## src/rtl/conv_pkg.sv

```systemverilog
// Shared types and widths for the convolution window accumulator slice.
// Latency: n/a (declarations only).
// Backpressure: n/a.
// Contents: product/accumulator/pixel widths, fixed-point typedefs, sign-extension helper.
package conv_pkg;

   localparam int PROD_W  = 26;   // sfix26_En18 multiplier product
   localparam int FRAC    = 18;   // fractional bits of product and sum
   localparam int OUT_W   = 8;    // ufix8_En0 output pixel
   localparam int PIX_MAX = 255;
   // Sized for the largest window (16 taps), so any legal TAPS sums without wrap.
   localparam int ACC_W   = PROD_W + 4;

   typedef logic signed [PROD_W-1:0] prod_t;
   typedef logic signed [ACC_W-1:0]  acc_t;
   typedef logic        [OUT_W-1:0]  pix_t;

   function automatic acc_t sext(input prod_t p);
      return {{(ACC_W-PROD_W){p[PROD_W-1]}}, p};
   endfunction

endpackage

```

## src/rtl/conv_window_accumulator_if.sv

```systemverilog
// Bundle between the product source and the window accumulator.
// Latency: n/a (wiring only).
// Backpressure: none; the consumer of PixelValid must take every pulse.
// Signals: ProductPort/ProductValid/Clear in, PixelOut/PixelValid/SumOut/SatFlag/TapCount out.
interface conv_window_accumulator_if;
   import conv_pkg::*;

   prod_t      ProductPort;
   logic       ProductValid;
   logic       Clear;
   pix_t       PixelOut;
   logic       PixelValid;
   acc_t       SumOut;
   logic       SatFlag;
   logic [3:0] TapCount;

   modport master (
      output ProductPort, ProductValid, Clear,
      input  PixelOut, PixelValid, SumOut, SatFlag, TapCount
   );

   modport slave (
      input  ProductPort, ProductValid, Clear,
      output PixelOut, PixelValid, SumOut, SatFlag, TapCount
   );

endinterface

```

## src/rtl/round_sat_u8.sv

```systemverilog
// Round a signed En18 window sum half-up to an integer and clamp it to an unsigned pixel.
// Latency: 0 (combinational); the caller registers the result.
// Backpressure: n/a.
// Ports: Sum (sfix30_En18) in; Pixel (ufix8) out; Sat out, high when the clamp engaged.
module round_sat_u8
   import conv_pkg::*;
(
   input  acc_t Sum,
   output pix_t Pixel,
   output logic Sat
);

   // One extra bit so adding the half-LSB bias cannot wrap near the positive limit.
   localparam int RW = ACC_W + 1;
   localparam logic signed [RW-1:0] Half    = RW'(2 ** (FRAC - 1));
   localparam logic signed [RW-1:0] PixMaxW = RW'(PIX_MAX);

   logic signed [RW-1:0] biased;
   logic signed [RW-1:0] rounded;

   always_comb begin
      biased  = {Sum[ACC_W-1], Sum} + Half;
      rounded = biased >>> FRAC;
      Pixel   = rounded[OUT_W-1:0];
      Sat     = 1'b0;
      if (rounded[RW-1]) begin
         Pixel = '0;
         Sat   = 1'b1;
      end else if (rounded > PixMaxW) begin
         Pixel = pix_t'(PIX_MAX);
         Sat   = 1'b1;
      end
   end

endmodule

```

## src/rtl/conv_window_accumulator.sv

```systemverilog
// Sum TAPS valid products per kernel window, then emit a rounded, saturated pixel plus the raw sum.
// Latency: 1 cycle from the last product of a window to the PixelValid pulse.
// Backpressure: none; ProductValid=0 is a bubble that holds state, downstream takes every pulse.
// Ports: clk, GlobalReset (sync, active-high), bus (slave side of conv_window_accumulator_if).
module conv_window_accumulator
   import conv_pkg::*;
#(
   parameter int TAPS = 9   // legal 2..16; ACC_W in conv_pkg covers the 16-tap worst case
)(
   input  logic                       clk,
   input  logic                       GlobalReset,
   conv_window_accumulator_if.slave   bus
);

   typedef enum logic {IDLE, ACCUM} state_t;

   state_t     state;
   acc_t       accReg;
   acc_t       nextSum;
   logic [3:0] tapCnt;
   pix_t       pixReg;
   acc_t       sumReg;
   logic       validReg;
   logic       satReg;
   pix_t       rsPixel;
   logic       rsSat;

   // A new window starts from zero rather than from the stale previous sum.
   always_comb begin
      nextSum = ((state == IDLE) ? acc_t'(0) : accReg) + sext(bus.ProductPort);
   end

   round_sat_u8 u_roundSat (
      .Sum   (nextSum),
      .Pixel (rsPixel),
      .Sat   (rsSat)
   );

   always_ff @(posedge clk) begin
      if (GlobalReset) begin
         state    <= IDLE;
         accReg   <= '0;
         tapCnt   <= '0;
         pixReg   <= '0;
         sumReg   <= '0;
         validReg <= 1'b0;
         satReg   <= 1'b0;
      end else begin
         validReg <= 1'b0;
         if (bus.Clear) begin
            // Abort wins over a concurrent product, including a window-end one.
            state  <= IDLE;
            tapCnt <= '0;
         end else if (bus.ProductValid) begin
            accReg <= nextSum;
            if (tapCnt == 4'(TAPS - 1)) begin
               sumReg   <= nextSum;
               pixReg   <= rsPixel;
               validReg <= 1'b1;
               satReg   <= satReg | rsSat;
               tapCnt   <= '0;
               state    <= IDLE;
            end else begin
               tapCnt <= tapCnt + 4'd1;
               state  <= ACCUM;
            end
         end
      end
   end

   assign bus.PixelOut   = pixReg;
   assign bus.PixelValid = validReg;
   assign bus.SumOut     = sumReg;
   assign bus.SatFlag    = satReg;
   assign bus.TapCount   = tapCnt;

endmodule

```

## src/flat_wrapper.sv

```systemverilog
// flat-port wrapper written by rule: the top's interface ports become plain ports
module conv_window_accumulator_flat import conv_pkg::*;
#(
   parameter int TAPS = 9                                                                 
)
  (clk, GlobalReset, bus_ProductPort, bus_ProductValid, bus_Clear, bus_PixelOut, bus_PixelValid, bus_SumOut, bus_SatFlag, bus_TapCount);
  conv_window_accumulator_if bus_i ();
  input  logic clk;
  input  logic GlobalReset;
  input wire logic [$bits(bus_i.ProductPort)-1:0] bus_ProductPort;
  input wire logic [$bits(bus_i.ProductValid)-1:0] bus_ProductValid;
  input wire logic [$bits(bus_i.Clear)-1:0] bus_Clear;
  output wire logic [$bits(bus_i.PixelOut)-1:0] bus_PixelOut;
  output wire logic [$bits(bus_i.PixelValid)-1:0] bus_PixelValid;
  output wire logic [$bits(bus_i.SumOut)-1:0] bus_SumOut;
  output wire logic [$bits(bus_i.SatFlag)-1:0] bus_SatFlag;
  output wire logic [$bits(bus_i.TapCount)-1:0] bus_TapCount;
  assign bus_i.ProductPort = bus_ProductPort;
  assign bus_i.ProductValid = bus_ProductValid;
  assign bus_i.Clear = bus_Clear;
  assign bus_PixelOut = bus_i.PixelOut;
  assign bus_PixelValid = bus_i.PixelValid;
  assign bus_SumOut = bus_i.SumOut;
  assign bus_SatFlag = bus_i.SatFlag;
  assign bus_TapCount = bus_i.TapCount;
  conv_window_accumulator #(.TAPS(TAPS)) u_core (.clk(clk), .GlobalReset(GlobalReset), .bus(bus_i));
endmodule
```

## config.mk

```make
export PLATFORM = sky130hd
export DESIGN_NAME = conv_window_accumulator_flat
export DESIGN_NICKNAME = d
export VERILOG_FILES = /design/src/rtl/conv_pkg.sv /design/src/rtl/conv_window_accumulator_if.sv /design/src/rtl/round_sat_u8.sv /design/src/rtl/conv_window_accumulator.sv /design/src/flat_wrapper.sv
export SDC_FILE = /design/constraint.sdc
export NUM_CORES = 1
export LEC_CHECK = 0
export CAP_MARGIN = 5
export CORE_MARGIN = 2
export CORE_UTILIZATION = 45
export CTS_CLUSTER_SIZE = 30
export DETAILED_ROUTE_END_ITERATION = 6
export GPL_TIMING_DRIVEN = 1
export PLACE_DENSITY = 0.78
export SETUP_SLACK_MARGIN = 0.02
export SLEW_MARGIN = 40
export SYNTH_ARGS = -nofsm -noshare
export SYNTH_HDL_FRONTEND = slang
export SYNTH_SLANG_ARGS = --single-unit
```

## constraint.sdc

```tcl
create_clock -name clk -period 3.8 [get_ports clk]
set_clock_uncertainty 0.1 [all_clocks]
set_input_delay 0.38 -clock clk [delete_from_list [all_inputs] [get_ports clk]]
set_output_delay 0.38 -clock clk [all_outputs]
set_load 0.03 [all_outputs]
```

After elaboration in Yosys (flattened, before gate mapping)
Cells that the tools add are included.

Input port bits: 30. Output and inout port bits: 44. Flip-flop bits (word level): 75.

Bitwise operators: 3. Eq/ne operators: 1. Muxes and demuxes: 8. $lt $le $gt $ge: 1. Add/subtract/negate cells: 3. Reduce and logical (&&, ||, !) cells: 4.

Operator list (number): 30-bit by 19-bit adder with 31-bit output, second input constant (1); 30-bit by 26-bit adder with 30-bit output (1); 30-bit two-way mux (1); 8-bit two-way mux (2); 13-bit by 9-bit > comparator with 1-bit output, second input constant (1); 4-bit by 1-bit adder with 4-bit output, second input constant (1); 4-bit == test, second input constant (1); 1-bit two-way mux (4); 4-bit two-way mux (1); 3-bit AND reduction (1); 3-bit OR reduction (1); 1-bit NOT (2); 2-bit AND reduction (1); 2-bit OR reduction (1); 1-bit OR (1).

Longest topological paths before layout
Word-level depth: 7. Depth in mapped cells: 16.

By module
Synthesis repeated with hierarchy kept, for this count alone.

Cells, all modules: 677. Area total of the unflattened synthesis: 5287.6 µm².

Modules (own cells, without submodules): conv_window_accumulator (sequential area each 1501.4 µm², instances 1, area each 4924.7 µm², cells each 634); round_sat_u8 (sequential area each 0.0 µm², instances 1, area each 362.8 µm², cells each 43).

Worst setup path after synthesis
No wires, ideal clock.

Path kind: reg2reg. Start point: reg u_core.state. End point: reg u_core.pixReg[6] (netlist: u_core.bus.PixelOut[6]). Arrival time: 3.464 ns. Path buffers: 1. Slack: 0.155 ns. Required time: 3.619 ns. Period minus slack after synthesis: 3.645 ns. Cell stages (with the launch flop): 16. Path through: dfxtp_1 -> clkbuf_1 -> and2_1 -> ha_1 -> inv_1 -> fa_1 -> and2b_1 -> o2111a_1 -> o21ai_1 -> a311o_1 -> nand2_1 -> mux2_2 -> a2111oi_2 -> a31oi_4 -> a21o_1 -> a41oi_1.

Cells in the longest elaborated chain, start to end: 6.

RTL lines: from (decl) (line conv_window_accumulator.sv:17) `state_t state;`; from (signal assigned) (line conv_window_accumulator.sv:41) `state <= IDLE;`; from (signal assigned) (line conv_window_accumulator.sv:52) `state <= IDLE;`; from (signal assigned) (line conv_window_accumulator.sv:62) `state <= IDLE;`; 30-bit two-way mux (*) (line conv_window_accumulator.sv:30) `nextSum = ((state == IDLE) ? acc_t'(0) : accReg) + sext(bus.ProductPort);`; 30-bit by 26-bit adder with 30-bit output (*) (line conv_window_accumulator.sv:30); 30-bit by 19-bit adder with 31-bit output (*) (line round_sat_u8.sv:22) `biased = {Sum[ACC_W-1], Sum} + Half;`; 13-bit by 9-bit > comparator with 1-bit output (line round_sat_u8.sv:29) `end else if (rounded > PixMaxW) begin`; 8-bit two-way mux (line round_sat_u8.sv:29); 8-bit two-way mux (*) (line round_sat_u8.sv:26) `if (rounded[RW-1]) begin`; to (signal assigned) (line conv_window_accumulator.sv:58) `pixReg <= rsPixel;`; to (decl) (line conv_window_accumulator.sv:21) `pix_t pixReg;`.

Mark *: on every way between the ends. The rest lies on a longest branch, timed or not. A chain may end at the register's enable or synchronous reset.

Worst setup path in the final report
Start point: reg u_core.state. End point: reg u_core.satReg (netlist: u_core.bus.SatFlag).

Cells in the longest elaborated chain, start to end: 7.

RTL lines: 30-bit two-way mux (*) (line conv_window_accumulator.sv:30); 30-bit by 26-bit adder with 30-bit output (*) (line conv_window_accumulator.sv:30); 30-bit by 19-bit adder with 31-bit output (*) (line round_sat_u8.sv:22); 13-bit by 9-bit > comparator with 1-bit output (line round_sat_u8.sv:29); 1-bit two-way mux (line round_sat_u8.sv:29); 1-bit two-way mux (*) (line round_sat_u8.sv:26); 1-bit OR (*) (line conv_window_accumulator.sv:60) `satReg <= satReg | rsSat;`; to (signal assigned) (line conv_window_accumulator.sv:60); to (decl) (line conv_window_accumulator.sv:24) `logic satReg;`.

Marks and branches as above.

==> impl_summary.log <==
[metrics] relative contribution of sequential cells to total power: 0.421
[metrics] area occupied by multi-input gates: between 3000 and 4000 sq um
[metrics] final setup slack of the worst path: around 0.15 ns
[metrics] detailed-route vias per instance: a little under 6
[metrics] worst slack, placed: -0.215 ns
[metrics] I/O Buffers: between 70 and 80
[metrics] leading cell types in the layout, fill and taps excluded: 129 x sky130_fd_sc_hd__nand2_1, 77 x sky130_fd_sc_hd__a21oi_1, 74 x sky130_fd_sc_hd__dfxtp_1, 72 x sky130_fd_sc_hd__clkdlybuf4s50_1, 48 x sky130_fd_sc_hd__buf_4
[metrics] total leakage power: around 0.0025 uW
[metrics] setup repair after global routing missed its margin: yes
[metrics] I/O pin total: 74
[metrics] sequential cell area: 1500 sq um
[metrics] Post-Route Hold Slack: 0.351 ns
[metrics] count of vias placed by the detailed router: about 5200
[metrics] number of search-and-repair iterations in the first detailed-routing pass: 5
[metrics] global-route total usage across every layer: 0.256
[metrics] area of the die: 12100 sq um
[metrics] library cell used as clock root buffer: sky130_fd_sc_hd__clkbuf_8
[metrics] Post-Route WL: about 15000 microns
[metrics] largest net degree at the start of global routing: 40
[metrics] number of synthesized flops with an enable pin: 0
[metrics] dpl hpwl: ~11000 microns
[metrics] shortest period the worst path allows: approximately 3.6 ns
[metrics] final setup violation count: 0
[metrics] area overhead of the layout relative to synthesis: 28.2%
[metrics] insertion delay of the later-clocked pin in the worst-skew pair: roughly 0.38 ns
[metrics] most common cell after layout, fill and taps aside: sky130_fd_sc_hd__nand2_1
[metrics] Detailed Route Iter0 Violations: approximately 320
[metrics] number of standard-cell rows in the floorplan: 38
[metrics] Placed Area: 6150 sq um
[metrics] Antenna Cells: 0
[metrics] H-tree lvl count: 3
[metrics] total congestion overflow after global routing: 0
[metrics] headroom to the max-slew limit: 0.581
[metrics] final max-slew violation count: 0
[metrics] syn_nets: a little over 700
[metrics] Non-Filler Cell Area, Final: around 6500 sq um
[metrics] Slew @ Worst Pin: 0.624 ns
[metrics] Main synth FF type: sky130_fd_sc_hd__dfxtp_1
[metrics] flip-flop and latch count after synthesis: 75
[metrics] portion of the post-synthesis area used by sequential elements: 0.297
[metrics] type of the worst setup path: flop to flop
[metrics] proportion of power drawn by the clock network: 0.409
[metrics] CTS tree: done
[metrics] drt drc: 0
[metrics] Syn. warnings: 0
[metrics] vias in the first global route: 5135
[metrics] combinational share of power: 0.170
[metrics] met2 WL post-DR: 7340 microns
[metrics] effective utilization at floorplan: 0.465
[metrics] worst vdd rail ir drop: 0.282 mV
[metrics] data arrival time of the worst path: 3.79 ns
[metrics] deepest clock path buffer count: 2
[metrics] remaining antenna violation count after routing: 0
[metrics] Routed WL per cell: ~17 microns
[metrics] die width: about 110 microns
[metrics] global-route wire length before repair: between 20000 and 25000 microns
[metrics] DRT met1 WL: 6060 microns
[metrics] crit path max fanout: 21
[metrics] synthesized area per cell: approximately 8 sq um
[metrics] TritonCTS Sinks: 75
[metrics] Setup crit start kind: flop
[metrics] top sig layer: met4
[metrics] internal portion of total power: roughly 1400 uW
[metrics] count of final hold-check violations: 0
[metrics] clock-pin slew reported for the worst setup and hold paths after clock tree synthesis: around 0.08 ns
[metrics] met3 layer wire length in the routed design: roughly 900 microns
[metrics] worst hold path type: flop to flop
[metrics] number of buffers inserted for hold repair after clock tree synthesis: 0
[metrics] total clock buffers created by CTS: 9
[metrics] part of the cycle the worst path needs: 0.960
[metrics] sort of element at the end of the critical path: flop
[metrics] maximum clock frequency: 274 MHz
[metrics] die span in y: about 110 microns
[metrics] Core Box Area: ~11000 sq um
[metrics] weighted congestion reported at the end of routability-driven placement: 0.969
[metrics] Netlist cell types: 76
[metrics] total of max-cap violations: 0
[metrics] total power density per cell area: roughly 300 nW/um^2
[metrics] fraction of layout cells with a size suffix above 1: 0.147
[metrics] Sw Share: 0.276
[metrics] CP Data Required Time: 3.94 ns
[metrics] cell area after synthesis: between 5000 and 6000 sq um
[metrics] result of the run: completed
[metrics] total number of nets in the final design: 807
[metrics] share of synthesized registers carrying an async set or reset: 0
[metrics] layout filler cell count: 930
[metrics] gate count of the mapped netlist: 650
[metrics] number of antenna violations at the first check in global routing: 0
[metrics] Switching Power: 532 uW
[metrics] final sum of negative setup slack: 0 ns
## metal layers
layer / vias to the layer above / global-route usage
li1: 2493 / -
met1: 2439 / 0.303
met2: 200 / 0.449
met3: 43 / 0.0529
met4: 0 / 0.108
met5: - / 0
## metrics by stage
step / util / total power (uW) / std cells
3_3_place_gp: 0.565 / 1130 / 871
5_1_grt: 0.596 / 2000 / 889
6_report: 0.596 / 1930 / 889
3_5_place_dp: 0.565 / 1140 / 871
2_1_floorplan: - / 1020 / 650
4_1_cts: 0.588 / 1920 / 887
## power by group through the flow
stage	combinational, uW	clock [uW]	sequential [uW]
floorplan	193	0	829
global placement	306	0	829
detailed placement	314	0	830
CTS	316	795	812
global route	356	826	814
finish	327	789	812
## registers in the layout, summed over array words and instances (netlist names)
signal                 count
u_core.accReg             30
u_core.bus.PixelOut        8
u_core.bus.PixelValid      1
u_core.bus.SatFlag         1
u_core.bus.SumOut         30
u_core.bus.TapCount        4
u_core.state               1
## cells by family after synthesis
group,after synthesis,share of synthesized area
AOI/OAI and AO/OA,187,0.256
muxes,4,0.00815
xor gates and xnor gates,30,0.0549
and+or+nand+nor,268,0.258
buffers and inverters,53,0.0430
DFF,75,0.297
adders and majority gates,33,0.0830
## worst paths after layout
check	startpoint	end	slack, ns	cells past startpoint
setup / recovery	u_core.state	u_core.bus.SatFlag	0.15	13
hold / removal	u_core.accReg[0]	u_core.accReg[0]	0.35	2
setup reg to reg	u_core.state	u_core.bus.SatFlag	0.15	13
hold reg to reg	u_core.accReg[0]	u_core.accReg[0]	0.35	2
## Yosys cell counts (4+ instances only)
library cell                 n  area share
sky130_fd_sc_hd__a21o_1     14       0.021
sky130_fd_sc_hd__nor2b_1     5      0.0062
sky130_fd_sc_hd__nor2_1     32       0.024
sky130_fd_sc_hd__nand4_1     7      0.0086
sky130_fd_sc_hd__a21oi_1    78       0.077
sky130_fd_sc_hd__a22o_1     11       0.019
sky130_fd_sc_hd__xor2_1     11       0.019
sky130_fd_sc_hd__a211oi_1    7       0.010
sky130_fd_sc_hd__nand2_1   130       0.096
sky130_fd_sc_hd__ha_1       32       0.079
sky130_fd_sc_hd__dfxtp_1    75        0.30
sky130_fd_sc_hd__clkbuf_1   26       0.019
sky130_fd_sc_hd__o211ai_1    6      0.0089
sky130_fd_sc_hd__xnor2_1    17       0.029
sky130_fd_sc_hd__nor3_1      9      0.0089
sky130_fd_sc_hd__and3_1      6      0.0074
sky130_fd_sc_hd__nand3_1     9      0.0089
sky130_fd_sc_hd__buf_2       8      0.0079
sky130_fd_sc_hd__and2_1     34       0.042
sky130_fd_sc_hd__o21ai_2     4      0.0069
sky130_fd_sc_hd__o21ai_1    10      0.0099
sky130_fd_sc_hd__inv_1      14       0.010
sky130_fd_sc_hd__nand2b_1    7      0.0086
sky130_fd_sc_hd__o21a_1      4      0.0059
sky130_fd_sc_hd__o21ai_0     7      0.0069
sky130_fd_sc_hd__or3_1       7      0.0086
sky130_fd_sc_hd__a41oi_1     7       0.012
## layout make-up
class                      count  area share
clock buffer                  10      0.0212
multi-input combinational    522       0.526
timing repair buffer         122       0.169
tap                          140      0.0270
clock inverter                 6      0.0173
inverter                      14     0.00810
sequential                    75       0.231
## critical path, cell delays in order, from the launching register on
cell and delay, ns:
sky130_fd_sc_hd__dfxtp_2 0.33, sky130_fd_sc_hd__buf_6 0.16, sky130_fd_sc_hd__and2_1 0.17, sky130_fd_sc_hd__ha_1 0.38
sky130_fd_sc_hd__a21oi_1 0.30, sky130_fd_sc_hd__o21ai_1 0.15, sky130_fd_sc_hd__a21o_1 0.26, sky130_fd_sc_hd__nand2b_1 0.20
sky130_fd_sc_hd__o21a_1 0.23, sky130_fd_sc_hd__xnor2_1 0.42, sky130_fd_sc_hd__nand4_1 0.24, sky130_fd_sc_hd__a211o_1 0.36
sky130_fd_sc_hd__o311ai_2 0.12, sky130_fd_sc_hd__o31ai_1 0.10
## what timing repair did
action                     in CTS  in global routing
setup buffers                   0                  2
setup endpoints to repair       0                  9
hold endpoints to repair        0                  0
gates resized for setup         0                 17
(Power assumes the default switching activity.)
